===== config.mk =====
export PLATFORM = sky130hd
export DESIGN_NAME = led_pwm
export DESIGN_NICKNAME = d
export VERILOG_FILES = /design/src/rtl/led_pwm_pkg.sv /design/src/rtl/pwm_tick.sv /design/src/rtl/led_pwm.sv
export SDC_FILE = /design/constraint.sdc
export NUM_CORES = 1
export LEC_CHECK = 0
export CAP_MARGIN = 10
export CORE_UTILIZATION = 47
export DETAILED_ROUTE_END_ITERATION = 12
export GPL_TIMING_DRIVEN = 0
export PLACE_DENSITY = 0.87
export SLEW_MARGIN = 0
export SYNTH_ARGS = -nofsm -noshare
export SYNTH_HDL_FRONTEND = slang
export SYNTH_HIERARCHICAL = 1
export SYNTH_SLANG_ARGS = --single-unit

===== constraint.sdc =====
create_clock -name clk -period 1.68 [get_ports clk]
set_input_delay 0.168 -clock clk [delete_from_list [all_inputs] [get_ports clk]]
set_output_delay 0.168 -clock clk [all_outputs]
set_load 0.1 [all_outputs]

===== src/rtl/led_pwm_pkg.sv =====
// led_pwm_pkg: shared constants and helpers for the LED PWM driver and its prescaler.
package led_pwm_pkg;
  localparam int BITS_DEF = 4;
  function automatic int pmax_f(input int bits);
    return (1 << bits) - 1;
  endfunction
  localparam int PMAX = pmax_f(BITS_DEF);
  // Never returns less than 1 so a PRESCALE of 1 still yields a legal counter width.
  function automatic int clog2_f(input int n);
    int r = 1;
    while ((1 << r) < n) r++;
    return r;
  endfunction
  function automatic int nib_lo(input int i, input int bits);
    return i * bits;
  endfunction
endpackage


===== src/rtl/pwm_tick.sv =====
// pwm_tick: free-running prescaler producing a one-cycle tick every PRESCALE clocks.
module pwm_tick import led_pwm_pkg::*; #(
  parameter int PRESCALE = 256
) (
  input  logic clk,
  input  logic reset,
  output logic tick
);
  localparam int PW = clog2_f(PRESCALE);
  logic [PW-1:0] pcnt_q, pcnt_d;
  always_comb begin
    tick   = pcnt_q == PW'(PRESCALE - 1);
    pcnt_d = tick ? '0 : pcnt_q + 1'b1;
  end
  always_ff @(posedge clk) pcnt_q <= reset ? '0 : pcnt_d;
endmodule


===== src/rtl/led_pwm.sv =====
// led_pwm: per-LED 4-bit PWM with duty values shadowed at period boundaries so updates never glitch.
module led_pwm import led_pwm_pkg::*; #(
  parameter int WIDTH_D  = 32,
  parameter int N_LED    = 8,
  parameter int BITS     = BITS_DEF,
  parameter int PRESCALE = 256
) (
  input  logic               clk,
  input  logic               reset,
  input  logic [WIDTH_D-1:0] data_in,
  output logic [N_LED-1:0]   led_out,
  output logic               frame
);
  localparam int PM = pmax_f(BITS);
  logic             tick, load, wrap, load_pending_q, frame_q;
  logic [BITS-1:0]  phase_q, phase_d;
  logic [BITS-1:0]  duty_q [N_LED];
  logic [BITS-1:0]  duty_d [N_LED];
  logic [N_LED-1:0] led_q, led_d;
  logic             unused_hi;
  pwm_tick #(.PRESCALE(PRESCALE)) u_tick (.clk(clk), .reset(reset), .tick(tick));
  always_comb begin
    wrap    = tick & (phase_q == BITS'(PM - 1));
    load    = load_pending_q | wrap;
    phase_d = wrap ? '0 : (tick ? phase_q + 1'b1 : phase_q);
  end
  // Compare against the duty held before this edge; a fresh load shows up one cycle later at phase 0.
  for (genvar i = 0; i < N_LED; i++) begin : g_led
    localparam int LO = nib_lo(i, BITS);
    assign duty_d[i] = load ? data_in[LO +: BITS] : duty_q[i];
    assign led_d[i]  = phase_q < duty_q[i];
  end
  always_ff @(posedge clk) begin
    if (reset) begin
      phase_q        <= '0;
      load_pending_q <= 1'b1;
      frame_q        <= 1'b0;
      led_q          <= '0;
      duty_q         <= '{default: '0};
    end else begin
      phase_q        <= phase_d;
      load_pending_q <= 1'b0;
      frame_q        <= load;
      led_q          <= led_d;
      duty_q         <= duty_d;
    end
  end
  assign unused_hi = ^data_in;
  assign led_out   = led_q;
  assign frame     = frame_q;
endmodule


==> implementation parameters <==
Parameter                              Value

Outcome
  Run status ... complete, but fails checks
  Violations in the final reports ... setup timing

Logic synthesis
  Sequential share of the synthesized area ... 42.8%
  Flops & latches, synth ... 54
  Number of different library cells in the post-synthesis netlist ... 26
  Largest area contributor in the netlist ... dfxtp_1
  Summed instance area of the synthesized netlist ... 2520 µm²
  Total of warnings raised by yosys ... 6
  Gate Count Post-Synth ... 289
  Mean cell area of the mapped netlist ... 8.73 µm²
  Synth area leaders ... dfxtp_1 (43%), ha_1 (13%), nand2_1 (10%)
  Number of nets produced by synthesis ... 350
  Area share of the largest cell type after synthesis ... 42.8%

Timing
  Worst Max-Slew Pin Slew ... 0.957 ns
  Headroom to the max-slew limit ... 36.5%
  Number of hold violations in the final report ... 0
  Clk_skew ... 0.00904 ns
  Worst hold margin ... 0.395 ns
  Maximum clock rate ... 0.593 GHz
  Slew Viols, Final ... 0
  Final worst path period need ... 1.69 ns
  Worst setup margin ... -0.00683 ns
  Final setup violating endpoints ... 1
  Post-route fraction of the period consumed by the critical path ... 100%

Hold path
  Min-Delay Path Class ... input port to flop
  Hold Path Stages ... 3

Place
  I/O Buffers ... 42
  Post-DP HPWL ... 3.73 mm
  Weighted congestion at the end of routability-driven global placement ... 0.752
  Area after detailed placement ... 3030 µm²

Global route
  Via count of the first global-routing pass ... 2120
  Final global-route overflow total ... 0
  Initial antenna violation count ... 0
  Total Routing Usage GR ... 20.6%
  First-pass GRT wire length ... 8.73 mm
  Pin count of the biggest net entering global routing ... 18

Setup path
  Startpoint Class ... flop
  Slowest stage delay, CP ... 0.44 ns
  Crit. End Element ... flop
  Crit path buf inv count ... 3
  CP Cell Sequence ... buf_6, inv_1, ha_2, a41oi_4, buf_6, nand2_1, a21oi_2
  Library cell appearing most often on the critical path ... buf_6
  Maximum fanout count along the critical path ... 10
  Critical-path cell with the highest stage delay ... a41oi_4
  Worst path top cell family by delay ... compound AO/OA/AOI/OAI gates
  Number of cells on the worst reg-to-reg path ... 7
  Crit path DAT ... 1.93 ns
  Class of the most critical setup path ... flop to flop
  Data required time at the worst endpoint ... 1.92 ns
  Number of cells on the critical path ... 7

Final layout
  Diodes inserted ... 0
  Most common cell after layout, fill and taps aside ... nand2_1
  Area of the multi-input gates ... 1330 µm²
  Post-layout net count ... 408
  Leading cell types in the layout, fill and taps excluded ... nand2_1 (67), dfxtp_1 (48), clkdlybuf4s50_1 (33)
  Layout cell share with drive strength beyond 1 ... 16.1%
  Final non-filler cell area ... 3320 µm²
  Fillcell total ... 427
  Area added between synthesis and finish ... 31.5%
  Footprint of the flip-flops and latches ... 1090 µm²

Clock network
  Max H-tree Level ... 2
  Clock insertion delay at the later pin of the skew report ... 0.32 ns
  Post-CTS clock slew at the launch and capture registers of the worst setup and hold paths ... 0.10 ns
  Number of CTS-inserted buffers ... 5
  CTS hold repair buffers ... 0
  CTS Buffer Depth ... 2
  CTS root buf ... clkbuf_8
  Count of clock tree sinks ... 54
  TritonCTS clock tree ... yes

Routing
  Detailed-route wire length per cell ... 13.9 µm
  Post-route antenna net violation count ... 0
  Number of optimization iterations in the first detailed-route pass ... 4
  Initial detailed-routing violation count ... 114
  Average via count per standard cell ... 5.21
  DRC violations left ... 0
  Via count ... 2178
  DRT Wirelength ... 5.81 mm

Run
  Count of max-cap constraint violations ... 0

Floorplan
  Rows ... 26
  Number of I/O pins ... 43
  Die Height ... 75.3 µm
  Overall die width ... 75.3 µm
  Core ar. ... 5140 µm²
  Starting utilization of the core area ... 49.1%
  Area of the die ... 5670 µm²

Power
  Static Leak ... 1.37 nW
  Power per cell area ... 839 nW/µm²
  Worst vdd ir ... 0.000447 V
  Total Power ... 2.79 mW
power by group:
part           switching [mW]  internal, mW
Combinational           0.299         0.201
Sequential             0.0381          1.35
Clock                   0.450         0.448
Total                   0.786          2.00
layout make-up:
type | count | area share, %
clock inverter | 3 | 1.32
clock buffer | 5 | 2.07
inverter | 26 | 2.94
tap | 70 | 2.64
sequential | 54 | 32.9
timing repair buffer | 51 | 14.9
buffer | 12 | 3.20
multi-input combinational | 197 | 40.0
flip-flops by register name (all words and copies together) (netlist names):
signal	count
led_out	8
frame	1
load_pending_q	1
phase_q	4
u_tick/pcnt_q	8
duty_q	32
routing by layer:
layer / vias up / global-route usage, % / routed length [µm]
li1: 1085 / - / -
met1: 1016 / 22.1 / 2450
met2: 60 / 38.6 / 2970
met3: 17 / 4.02 / 258
met4: 0 / 9.67 / 134
met5: - / 0 / 0
stage by stage:
stage / cells / util (%) / setup WS [ns] / TNS (ns)
floorplan: 289 / - / 0.0893 / 0
global placement: 401 / 59.0 / -0.250 / -6.76
detailed placement: 401 / 59.0 / -0.309 / -8.33
CTS: 412 / 62.0 / 0.00638 / 0
global route: 418 / 64.6 / -0.0615 / -0.397
finish: 418 / 64.6 / -0.00683 / -0.00683
path summary, 6_finish.rpt:
kind,startpoint,end,slack [ns]
max reg2reg,phase_q[0],duty_q[22],-0.007
min reg2reg,duty_q[29],duty_q[29],0.46
min,data_in[16],duty_q[12],0.39
max,phase_q[0],duty_q[22],-0.007
Yosys cell counts, drive strengths merged:
library cell / instances
a41o: 2
o21bai: 1
nand4: 3
a211oi: 1
a31oi: 9
or3: 3
buf: 8
a21oi: 34
a21o: 8
xor2: 4
dfxtp: 54
nand2: 69
nor2: 11
inv: 26
a41oi: 1
ha: 27
o21ai: 2
a211o: 8
nand2b: 8
nand3: 4
xnor2: 2
clkbuf: 4
cells by family after synthesis:
group / Yosys count / share of synthesized area (%)
XOR/XNOR: 6 / 2.08
flip-flops: 54 / 42.8
AO/OA/AOI/OAI: 66 / 18.1
adder cells (fa/ha/maj): 27 / 13.4
AND/OR/NAND/NOR: 98 / 16.6
buffers and inverters: 38 / 6.99
worst reg2reg max path: stages (launching register included):
cell and delay (ns):
dfxtp_2 0.35, buf_6 0.14, inv_1 0.05, ha_2 0.21, a41oi_4 0.44, buf_6 0.19
nand2_1 0.08, a21oi_2 0.15
timing repair:
| item | in CTS | in global routing |
|---|---|---|
| endpoints found under the setup margin | 43 | 37 |
| pin swaps | 1 | 4 |
| resized for setup | 20 | 32 |
| gates cloned | 0 | 3 |
| buffers inserted | 3 | 3 |
Note: power is estimated with default switching activity, not from simulation.
